==> src/rtl/uart_rx_ex.sv <==
// Parametrised UART receiver: 2-flop synchronizer, 3-sample majority voting,
// false-start rejection, parity/framing/break detection, ready/valid buffer.
module uart_rx_ex #(
  parameter int unsigned CLK_FREQ  = 100000000,
  parameter int unsigned BAUD_RATE = 4000000,
  parameter int unsigned DATA_BITS = 8,
  parameter int unsigned PARITY    = 0,
  parameter int unsigned STOP_BITS = 1
) (
  input  logic                 clk,
  input  logic                 rst_n,
  input  logic                 rx,
  output logic [DATA_BITS-1:0] data,
  output logic                 valid,
  input  logic                 ready,
  output logic                 parity_err,
  output logic                 frame_err,
  output logic                 overrun,
  output logic                 break_det
);

  localparam int unsigned DIV = CLK_FREQ / BAUD_RATE;
  localparam int unsigned CW  = $clog2(DIV);
  localparam int unsigned BW  = (DATA_BITS > 1) ? $clog2(DATA_BITS) : 1;

  localparam logic [CW-1:0] SAMP_A   = CW'(DIV/2 - 1);
  localparam logic [CW-1:0] SAMP_B   = CW'(DIV/2);
  localparam logic [CW-1:0] DECIDE   = CW'(DIV/2 + 1);
  localparam logic [CW-1:0] CNT_LAST = CW'(DIV - 1);
  localparam logic [BW-1:0] BIT_LAST = BW'(DATA_BITS - 1);
  localparam logic          STOP_LAST = 1'(STOP_BITS - 1);

  typedef enum logic [2:0] {
    S_IDLE,
    S_START,
    S_DATA,
    S_PARITY,
    S_STOP,
    S_WAIT_HIGH
  } state_t;

  state_t               state_q, state_d;
  logic                 rx_meta_q, rs_q;
  logic [CW-1:0]        cnt_q, cnt_d;
  logic [BW-1:0]        bit_idx_q, bit_idx_d;
  logic                 stop_idx_q, stop_idx_d;
  logic [DATA_BITS-1:0] shift_q, shift_d;
  logic                 s0_q, s0_d, s1_q, s1_d;
  logic                 par_bit_q, par_bit_d;
  logic                 perr_pend_q, perr_pend_d;
  logic                 ferr_pend_q, ferr_pend_d;
  logic [DATA_BITS-1:0] data_q, data_d;
  logic                 valid_q, valid_d;
  logic                 perr_q, perr_d;
  logic                 ferr_q, ferr_d;
  logic                 overrun_q, overrun_d;
  logic                 break_q, break_d;

  logic maj, at_dec, at_end, par_x, ferr_now, brk_cond;

  assign maj      = (s0_q & s1_q) | (s0_q & rs_q) | (s1_q & rs_q);
  assign at_dec   = (cnt_q == DECIDE);
  assign at_end   = (cnt_q == CNT_LAST);
  assign par_x    = ^{shift_q, maj};
  assign ferr_now = ferr_pend_q | ~maj;
  assign brk_cond = (shift_q == '0) && ((PARITY == 0) || !par_bit_q) && !maj;

  always_ff @(posedge clk or negedge rst_n) begin
    if (!rst_n) begin
      rx_meta_q <= 1'b1;
      rs_q      <= 1'b1;
    end else begin
      rx_meta_q <= rx;
      rs_q      <= rx_meta_q;
    end
  end

  always_ff @(posedge clk or negedge rst_n) begin
    if (!rst_n) begin
      state_q     <= S_IDLE;
      cnt_q       <= '0;
      bit_idx_q   <= '0;
      stop_idx_q  <= 1'b0;
      shift_q     <= '0;
      s0_q        <= 1'b1;
      s1_q        <= 1'b1;
      par_bit_q   <= 1'b0;
      perr_pend_q <= 1'b0;
      ferr_pend_q <= 1'b0;
      data_q      <= '0;
      valid_q     <= 1'b0;
      perr_q      <= 1'b0;
      ferr_q      <= 1'b0;
      overrun_q   <= 1'b0;
      break_q     <= 1'b0;
    end else begin
      state_q     <= state_d;
      cnt_q       <= cnt_d;
      bit_idx_q   <= bit_idx_d;
      stop_idx_q  <= stop_idx_d;
      shift_q     <= shift_d;
      s0_q        <= s0_d;
      s1_q        <= s1_d;
      par_bit_q   <= par_bit_d;
      perr_pend_q <= perr_pend_d;
      ferr_pend_q <= ferr_pend_d;
      data_q      <= data_d;
      valid_q     <= valid_d;
      perr_q      <= perr_d;
      ferr_q      <= ferr_d;
      overrun_q   <= overrun_d;
      break_q     <= break_d;
    end
  end

  always_comb begin
    state_d     = state_q;
    cnt_d       = at_end ? '0 : cnt_q + 1'b1;
    bit_idx_d   = bit_idx_q;
    stop_idx_d  = stop_idx_q;
    shift_d     = shift_q;
    s0_d        = (cnt_q == SAMP_A) ? rs_q : s0_q;
    s1_d        = (cnt_q == SAMP_B) ? rs_q : s1_q;
    par_bit_d   = par_bit_q;
    perr_pend_d = perr_pend_q;
    ferr_pend_d = ferr_pend_q;
    data_d      = data_q;
    valid_d     = valid_q;
    perr_d      = perr_q;
    ferr_d      = ferr_q;
    overrun_d   = 1'b0;
    break_d     = 1'b0;

    if (valid_q && ready) begin
      valid_d = 1'b0;
      perr_d  = 1'b0;
      ferr_d  = 1'b0;
    end

    case (state_q)
      S_IDLE: begin
        cnt_d = '0;
        if (!rs_q) state_d = S_START;
      end
      S_START: begin
        if (at_dec && maj) begin
          state_d = S_IDLE;
          cnt_d   = '0;
        end else if (at_end) begin
          state_d     = S_DATA;
          bit_idx_d   = '0;
          stop_idx_d  = 1'b0;
          perr_pend_d = 1'b0;
          ferr_pend_d = 1'b0;
        end
      end
      S_DATA: begin
        if (at_dec) shift_d = {maj, shift_q[DATA_BITS-1:1]};
        if (at_end) begin
          if (bit_idx_q == BIT_LAST) state_d = (PARITY != 0) ? S_PARITY : S_STOP;
          else bit_idx_d = bit_idx_q + 1'b1;
        end
      end
      S_PARITY: begin
        if (at_dec) begin
          par_bit_d   = maj;
          perr_pend_d = (PARITY == 1) ? ~par_x : par_x;
        end
        if (at_end) state_d = S_STOP;
      end
      S_STOP: begin
        // Frame ends at the last stop bit's decision so the next start edge is not missed.
        if (at_dec) begin
          if (!stop_idx_q && brk_cond) begin
            break_d = 1'b1;
            state_d = S_WAIT_HIGH;
            cnt_d   = '0;
          end else if (stop_idx_q == STOP_LAST) begin
            state_d = S_IDLE;
            cnt_d   = '0;
            if (!valid_q || ready) begin
              data_d  = shift_q;
              valid_d = 1'b1;
              perr_d  = perr_pend_q;
              ferr_d  = ferr_now;
            end else begin
              overrun_d = 1'b1;
            end
          end else begin
            ferr_pend_d = ferr_now;
          end
        end else if (at_end) begin
          stop_idx_d = 1'b1;
        end
      end
      S_WAIT_HIGH: begin
        cnt_d = '0;
        if (rs_q) state_d = S_IDLE;
      end
      default: begin
        state_d = S_IDLE;
        cnt_d   = '0;
      end
    endcase
  end

  assign data       = data_q;
  assign valid      = valid_q;
  assign parity_err = perr_q;
  assign frame_err  = ferr_q;
  assign overrun    = overrun_q;
  assign break_det  = break_q;

endmodule

==> config.mk <==
export PLATFORM = sky130hd
export DESIGN_NAME = uart_rx_ex
export DESIGN_NICKNAME = d
export VERILOG_FILES = /design/src/rtl/uart_rx_ex.sv
export SDC_FILE = /design/constraint.sdc
export NUM_CORES = 1
export LEC_CHECK = 0
export CAP_MARGIN = 20
export CORE_MARGIN = 2
export CORE_UTILIZATION = 50
export CTS_BUF_LIST = sky130_fd_sc_hd__clkbuf_4
export CTS_CLUSTER_SIZE = 20
export DETAILED_ROUTE_END_ITERATION = 12
export PLACE_DENSITY = 0.68
export SYNTH_ARGS = -nofsm -noshare
export SYNTH_HDL_FRONTEND = slang
export SYNTH_SLANG_ARGS = --single-unit
export TNS_END_PERCENT = 5
==> constraint.sdc <==
create_clock -name clk -period 2.2 [get_ports clk]
set_clock_uncertainty 0.05 [all_clocks]
set_input_delay 0.44 -clock clk [delete_from_list [all_inputs] [get_ports clk]]
set_output_delay 0.44 -clock clk [all_outputs]
set_load 0.05 [all_outputs]
Word level (Yosys, flattened, before mapping)

Cells that the tools add are included.

Bits in latches: 0
ROM bits: 0
Bits in writable memories: 0
Memories kept: 0
Bits in registers: 39

Reductions and logical operators: 22
Mux-type cells: 59
$mul: 0
Magnitude comparators: 0
Bitwise gates (word level): 9
Add/sub/neg operators: 2
Shifts and indexed selects: 0
Divide/modulo/power cells: 0
Equal/unequal tests: 26

Operator list:

| operator                                                              | number |
|---|---|
| 3-bit two-way mux                                                     | 14 |
| 1-bit two-way mux                                                     | 34 |
| 2-bit inequality test, second input constant                          | 14 |
| 5-bit two-way mux                                                     | 5 |
| 3-bit case mux with 6 select lines                                    | 1 |
| 5-bit by 4-bit equality test with 1-bit output, second input constant | 3 |
| 5-bit case mux with 3 select lines                                    | 1 |
| 5-bit AND reduction                                                   | 3 |
| 3-bit equality test, second input constant                            | 3 |
| 9-bit XOR reduction                                                   | 1 |
| 8-bit zero test                                                       | 1 |
| 8-bit AND reduction                                                   | 1 |
| 3-bit by 2-bit equality test with 1-bit output, second input constant | 2 |
| 3-bit inequality test, second input constant                          | 2 |
| 1-bit case mux with 2 select lines                                    | 3 |
| 3-bit case mux with 2 select lines                                    | 1 |
| 6-bit AND reduction                                                   | 1 |
| 2-bit nonzero test                                                    | 3 |
| 5-bit by 1-bit adder with 5-bit output, second input constant         | 1 |
| 5-bit equality test, second input constant                            | 1 |
| 1-bit logical AND                                                     | 4 |
| 4-bit AND reduction                                                   | 1 |
| 3-bit by 1-bit adder with 3-bit output, second input constant         | 1 |
| 1-bit bitwise AND                                                     | 3 |
| other kinds (8)                                                       | 14 |

Depth between registers and ports, before layout

Gate-level depths: netlist (run 1).

Depth after elaboration: 10
Gate-level depth with buffers: 9

Least setup slack after synthesis (run 1)

OpenSTA, ideal clock, no wires.

Path type: reg2reg
From: reg shift_q[0]
To: reg data_q[0] (netlist: data[0])
Arrival: 1.822 ns
Period minus slack after synthesis: 1.997 ns
Buffers on the path: 2
Setup slack: 0.203 ns
Required time: 2.025 ns
Cell stages (with the launch flop): 8
Setup time: 0.125 ns
Path through: dfrtp_1 nor4_1 nand3b_4 and3_1 buf_6 and2_4 buf_6 mux2_4

Longest elaborated chain between the ends: 5

RTL lines:

| element                              | line | text |
|---|---|---|
| start, declared                      | 47   | `logic [DATA_BITS-1:0] shift_q, shift_d;` |
| start signal, assigned               | 101  | `shift_q <= shift_d;` |
| 8-bit zero test                      | 66   | `assign brk_cond = (shift_q == '0) && ((PARITY == 0) \|\| !par_bit_q) && !maj;` |
| 1-bit logical AND                    | 66   |  |
| 1-bit logical AND                    | 174  | `if (!stop_idx_q && brk_cond) begin` |
| 1-bit NOT (no source line)           | -    |  |
| 5-bit AND reduction (no source line) | -    |  |
| end signal, assigned                 | 107  | `data_q <= data_d;` |
| end, declared                        | 52   | `logic [DATA_BITS-1:0] data_q, data_d;` |

Several ways; a longest one is shown, not always the timed one.
A chain may end at the register's enable or synchronous reset.

Final worst setup path (run 1)

From: reg valid_q (netlist: valid)
To: out valid

RTL lines:

| element                | line | text |
|---|---|---|
| start, declared        | 53   | `logic valid_q, valid_d;` |
| start signal, assigned | 108  | `valid_q <= valid_d;` |
| end, declared          | 14   | `output logic valid,` |

No word-level cell between the ends.

==> impl_metrics.yaml, run 1 <==
setup_path:
  end_kind: "primary output"
  reg2regPathDepth: 6
  start_kind: "register"
  worst-path-buf-inv: 1
  path_delay_family: "buffers and inverters"
  required_ns: 1.71
  slowest_delay_ns: 0.83
  cp.arrival_ns: 1.60
  crit_slowest_cell: "clkdlybuf4s50_1"
  worstSetupPathType: "register to primary output"
  worst-path-stages: 1
  reg2reg_slack_ns: 0.16
  crit_chain: "clkdlybuf4s50_1"
  crit_path_max_fanout: 5
synthesis:
  synth_cells: 165
  synth_edf_count: 0
  netlist_area_um2: 1960
  ys_async_sr_fraction_pct: 100
  yosys_warnings: 0
  synthFlopType: "dfrtp_1"
  synth_area_leader_cell: "dfrtp_1"
  avgSynthCellArea_um2: 11.9
  yosys-top-cells-area: "dfrtp_1 45%, mux2_2 6.9%, mux2_4 6.1%"
  ys_ff_latch: 39
  netlist.area_leader.share_pct: 44.6
  synth_seq_area_share_pct: 49.9
  syn-num-nets: 174
  synth.distinct_cells: 46
placement:
  pre_cts_ws_ns: 0.129
  gp_congestion: 0.877
  hpwl_um: 2520
  post-place-cells: 227
  port-buffer-count: 16
run_status:
  status: "complete, no violations"
sta:
  finalSetupTns_ns: 0
  period_share_pct: 95.0
  period_minus_slack_ns: 2.09
  final_hold_viol_count: 0
  setup_violations: 0
  rsz0062_at_grt: "no"
  worst_pin_slew_ns: 0.830
  fmax_mhz: 478
  slew_viol_final: 0
  max_slew_margin_pct: 44.7
  worst_slack_ns: 0.109
layout:
  final_cell_mix: "35 x dfrtp_1, 15 x clkdlybuf4s50_1, 12 x mux2_2"
  fill_cells: 296
  syn_to_final_growth_pct: 15.1
  layout.cells.non_filler: 235
  multiInputGateArea_um2: 927
  drive_above_1_share_pct: 25.1
  register_area_um2: 981
  antenna_cells: 0
  final_common_cell: "dfrtp_1"
  layout.nets: 195
clock_tree:
  clk_path_buf_depth: 2
  clk_latency_ns: 0.35
  root_buffer: "clkbuf_4"
  cts_tree: "done"
  htreeDepth: 2
  cts_buffers: 5
  clkSinkCount: 39
  clkTransAtPathRegs_ns: 0.12
  cts_hold_buf: 0
routing:
  drt-wirelength-per-cell_um: 14.4
  num_vias: 1319
  drt_first_pass_iters: 4
  vias_per_cell: 5.61
  drt_iter0_drc: 50
  drc_errors: 0
  final_antenna_net_count: 0
  drt_wl_total_um: 3390
floorplanning:
  core-area_um2: 3720
  die_w_um: 66.7
  num_io_pins: 17
  die-area_um2: 4450
  num_rows: 22
  start_util_pct: 52.9
  die_height_um: 66.7
run:
  drv_cap: 0
global_routing:
  overflow: 0
  grt_antenna_before_repair: 0
  grt_max_degree: 40
  track_usage_pct: 17.3
  grt_pass1_vias: 1331
  grt_pass1_wl_um: 5790
pwr:
  power_leakage_nw: 1.02
  total_power_w: 0.00157
  peakVddDrop_uv: 597
  power_density_nw_per_um2: 693
hold_path:
  hp-class: "input pin to asynchronous set/reset pin"
registers in the layout, indices dropped and copies added (netlist names):
register / count
overrun: 1
s1_q: 1
valid: 1
bit_idx_q: 3
rs_q: 1
ferr_pend_q: 1
frame_err: 1
break_det: 1
data: 8
rx_meta_q: 1
parity_err: 1
state_q: 3
stop_idx_q: 1
cnt_q: 5
s0_q: 1
shift_q: 8
perr_pend_q: 1
per-stage QoR:
step	instance area, um^2	util [%]	hold slack (ns)
5_1_grt	2260	60.8	0.178
6_report	2260	60.8	0.119
2_1_floorplan	1960	-	0.0944
4_1_cts	2260	60.8	0.144
3_3_place_gp	2180	58.6	0.298
3_5_place_dp	2180	58.6	0.301
where the power goes:
group | total, W | internal (W) | leakage (nW) | switching [W]
Combinational | 0.000268 | 0.000116 | 0.455 | 0.000152
Clock | 0.000479 | 0.000239 | 0.0452 | 0.000240
Sequential | 0.000821 | 0.000763 | 0.524 | 0.0000578
Total | 0.00157 | 0.00112 | 1.02 | 0.000450
layout make-up:
cell class,count,area share [%]
Tap cell,48,2.66
Clock buffer,5,1.66
Multi-Input combinational cell,115,41.0
Timing Repair Buffer,22,8.85
Inverter,3,0.498
Sequential cell,39,43.4
Clock inverter,3,1.94
kinds of logic after synthesis:
logic type / count (synthesis) / synth area share, %
adders and majority gates: 6 / 3.76
xor gates and xnor gates: 11 / 4.90
muxes: 22 / 14.0
buffers and inverters: 11 / 2.93
DFF: 39 / 49.9
AOI/OAI and AO/OA: 23 / 8.22
and+or+nand+nor: 53 / 16.2
cell usage after synthesis (2+ instances only):
cell / n
a22o_1: 2
buf_6: 2
mux2_2: 12
nand2b_1: 4
dfstp_2: 4
xnor2_1: 8
dfrtp_1: 35
ha_1: 5
mux2i_1: 2
a31oi_1: 2
xor2_1: 3
and2_1: 3
mux2_4: 8
o21ai_0: 7
nor2_1: 11
nor4bb_1: 2
nor4_1: 4
nand3_1: 6
or2_2: 2
clkbuf_1: 5
nand2_1: 8
nand4b_1: 3
and4b_1: 2
inv_1: 3
repair_timing:
action | 4_1_cts | 5_1_grt
buffers inserted | 0 | 0
resized for setup | 0 | 1
endpoints found under the setup margin | 0 | 6
metal layers:
metal	GRT usage [%]	part of all wire, %
met4	7.40	2.4
met3	4.56	3.1
met2	30.1	49
met1	20.0	45
met5	0	0
final timing paths:
| check | from | end |
|---|---|---|
| worst max register to register | shift_q[0] | data[1] |
| worst min-delay path | rst_n | overrun |
| worst max-delay path | valid | valid |
| worst min register to register | rx_meta_q | rs_q |
| max in group asynchronous | rst_n | bit_idx_q[1] |
| min in group clk | rx_meta_q | rs_q |
Note: power is estimated with default switching activity, not from simulation.
==> run 2, diff against run 1 <==
--- a/config.mk
+++ b/config.mk
@@ -6,6 +6,7 @@
 export NUM_CORES = 1
 export LEC_CHECK = 0
 export CAP_MARGIN = 20
+export CORE_ASPECT_RATIO = 1.2
 export CORE_MARGIN = 2
 export CORE_UTILIZATION = 50
 export CTS_BUF_LIST = sky130_fd_sc_hd__clkbuf_4
==> run 2 against run 1 <==
  * Clock power hardly changed
  * Global-route usage rose by 0.62 points
  * Largest power group unchanged
  * Final cell count increased by 1.3%
  * Wire length up 2.7%
  * Die area hardly changed
  * Total power rose by 1.3%
  * First-iteration DRC count rose by 6.0%
  * Critical endpoint unchanged
==> impl_metrics.yaml, run 2 (synthesized netlist as in run 1, its figures left out) <==
layout:
  drive_above_1_share_pct: 24.7
  multiInputGateArea_um2: 927
  antenna_cells: 0
  final_cell_mix: "35 x dfrtp_1, 15 x clkdlybuf4s50_1, 12 x mux2_2"
  syn_to_final_growth_pct: 15.0
  layout.nets: 194
  register_area_um2: 981
  final_util_pct: 61.1
  fill_cells: 309
  layout.cells.non_filler: 238
  final_common_cell: "dfrtp_1"
floorplanning:
  die_height_um: 72.7
  die_w_um: 61.2
  die-area_um2: 4450
  num_io_pins: 17
  core-area_um2: 3690
  num_rows: 24
  start_util_pct: 53.2
pwr:
  intPower_w: 0.00113
  power_leakage_nw: 1.02
  power.switching_w: 0.000456
  peakVddDrop_uv: 412
  switching_share_pct: 28.7
  power_density_nw_per_um2: 703
  comb_power_share_pct: 18.0
  seq_power_share_pct: 51.6
  p_clk_share_pct: 30.4
routing:
  drt_iter0_drc: 53
  drt_wl_total_um: 3480
  num_vias: 1321
  drc_errors: 0
  drt-wirelength-per-cell_um: 14.6
  final_antenna_net_count: 0
  vias_per_cell: 5.55
  drt_first_pass_iters: 4
sta:
  whs_ns: 0.113
  final_hold_viol_count: 0
  period_minus_slack_ns: 2.06
  finalSetupTns_ns: 0
  fmax_mhz: 485
  period_share_pct: 93.8
  worst_pin_slew_ns: 0.829
  max_slew_margin_pct: 44.7
  setup_violations: 0
  slew_viol_final: 0
  worst_slack_ns: 0.136
  rsz0062_at_grt: "no"
setup_path:
  worst-path-buf-inv: 1
  crit_chain: "clkdlybuf4s50_1"
  crit_path_max_fanout: 5
  cp.arrival_ns: 1.57
  worstSetupPathType: "register to primary output"
  slowest_delay_ns: 0.82
  path_delay_family: "buffers and inverters"
  required_ns: 1.71
  crit_slowest_cell: "clkdlybuf4s50_1"
  start_kind: "register"
  end_kind: "primary output"
clock_tree:
  cts_buffers: 5
  post_cts.resized_instances: 0
  clkSinkCount: 39
  root_buffer: "clkbuf_4"
  post_cts_buffers: 0
  cts_tree: "done"
  cts_hold_buf: 0
  clkTransAtPathRegs_ns: 0.12
  clk_path_buf_depth: 2
  htreeDepth: 2
  clk_latency_ns: 0.35
placement:
  post-place-cells: 230
  port-buffer-count: 16
  gp_congestion: 0.844
  pre_cts_ws_ns: 0.132
  hpwl_um: 2570
global_routing:
  grt_pass1_vias: 1305
  grt_pass1_wl_um: 5910
  track_usage_pct: 17.9
  overflow: 0
  grt_antenna_before_repair: 0
  grt_max_degree: 40
run:
  drv_cap: 0
hold_path:
  hp-class: "input pin to asynchronous set/reset pin"
run_status:
  status: "complete, no violations"
==> run 2: routing by layer <==
layer / vias to the layer above / GRT usage (%) / part of all wire [%]
met5: - / 0 / 0
met4: 0 / 6.04 / 1.6
met3: 7 / 5.14 / 3.6
met2: 22 / 29.4 / 48
met1: 658 / 22.3 / 47
li1: 634 / - / -
==> run 2: worst paths after layout <==
kind / from / to / slack (ns) / cells past startpoint
max reg2reg: shift_q[1] / data[6] / 0.18 / 5
max in group asynchronous: rst_n / bit_idx_q[2] / 1.44 / 1
min in group clk: rx_meta_q / rs_q / 0.32 / 0
min reg2reg: rx_meta_q / rs_q / 0.32 / 0
max: valid / valid / 0.14 / 1
min: rst_n / ferr_pend_q / 0.11 / 1
==> run 2: cell type report <==
class                      instances  share of cell area [%]
sequential                        39                    43.4
timing repair buffer              21                    8.53
tap                               52                    2.88
multi-input combinational        115                    41.1
clock buffer                       5                    1.66
inverter                           3                   0.499
clock inverter                     3                    1.94
==> run 2: power by group through the flow <==
stage / logic [W] / registers (W) / clock network, W
floorplan: 0.000199 / 0.000823 / 0
global route: 0.000329 / 0.000829 / 0.000533
global placement: 0.000278 / 0.000829 / 0
CTS: 0.000288 / 0.000820 / 0.000499
detailed placement: 0.000286 / 0.000834 / 0
finish: 0.000286 / 0.000820 / 0.000482
==> run 2: metrics by stage <==
| step | power (W) | instance area [um^2] |
|---|---|---|
| finish | 0.00159 | 2260 |
| global route | 0.00169 | 2260 |
| CTS | 0.00161 | 2260 |
| detailed placement | 0.00112 | 2180 |
| global placement | 0.00111 | 2180 |
| floorplan | 0.00102 | 1960 |
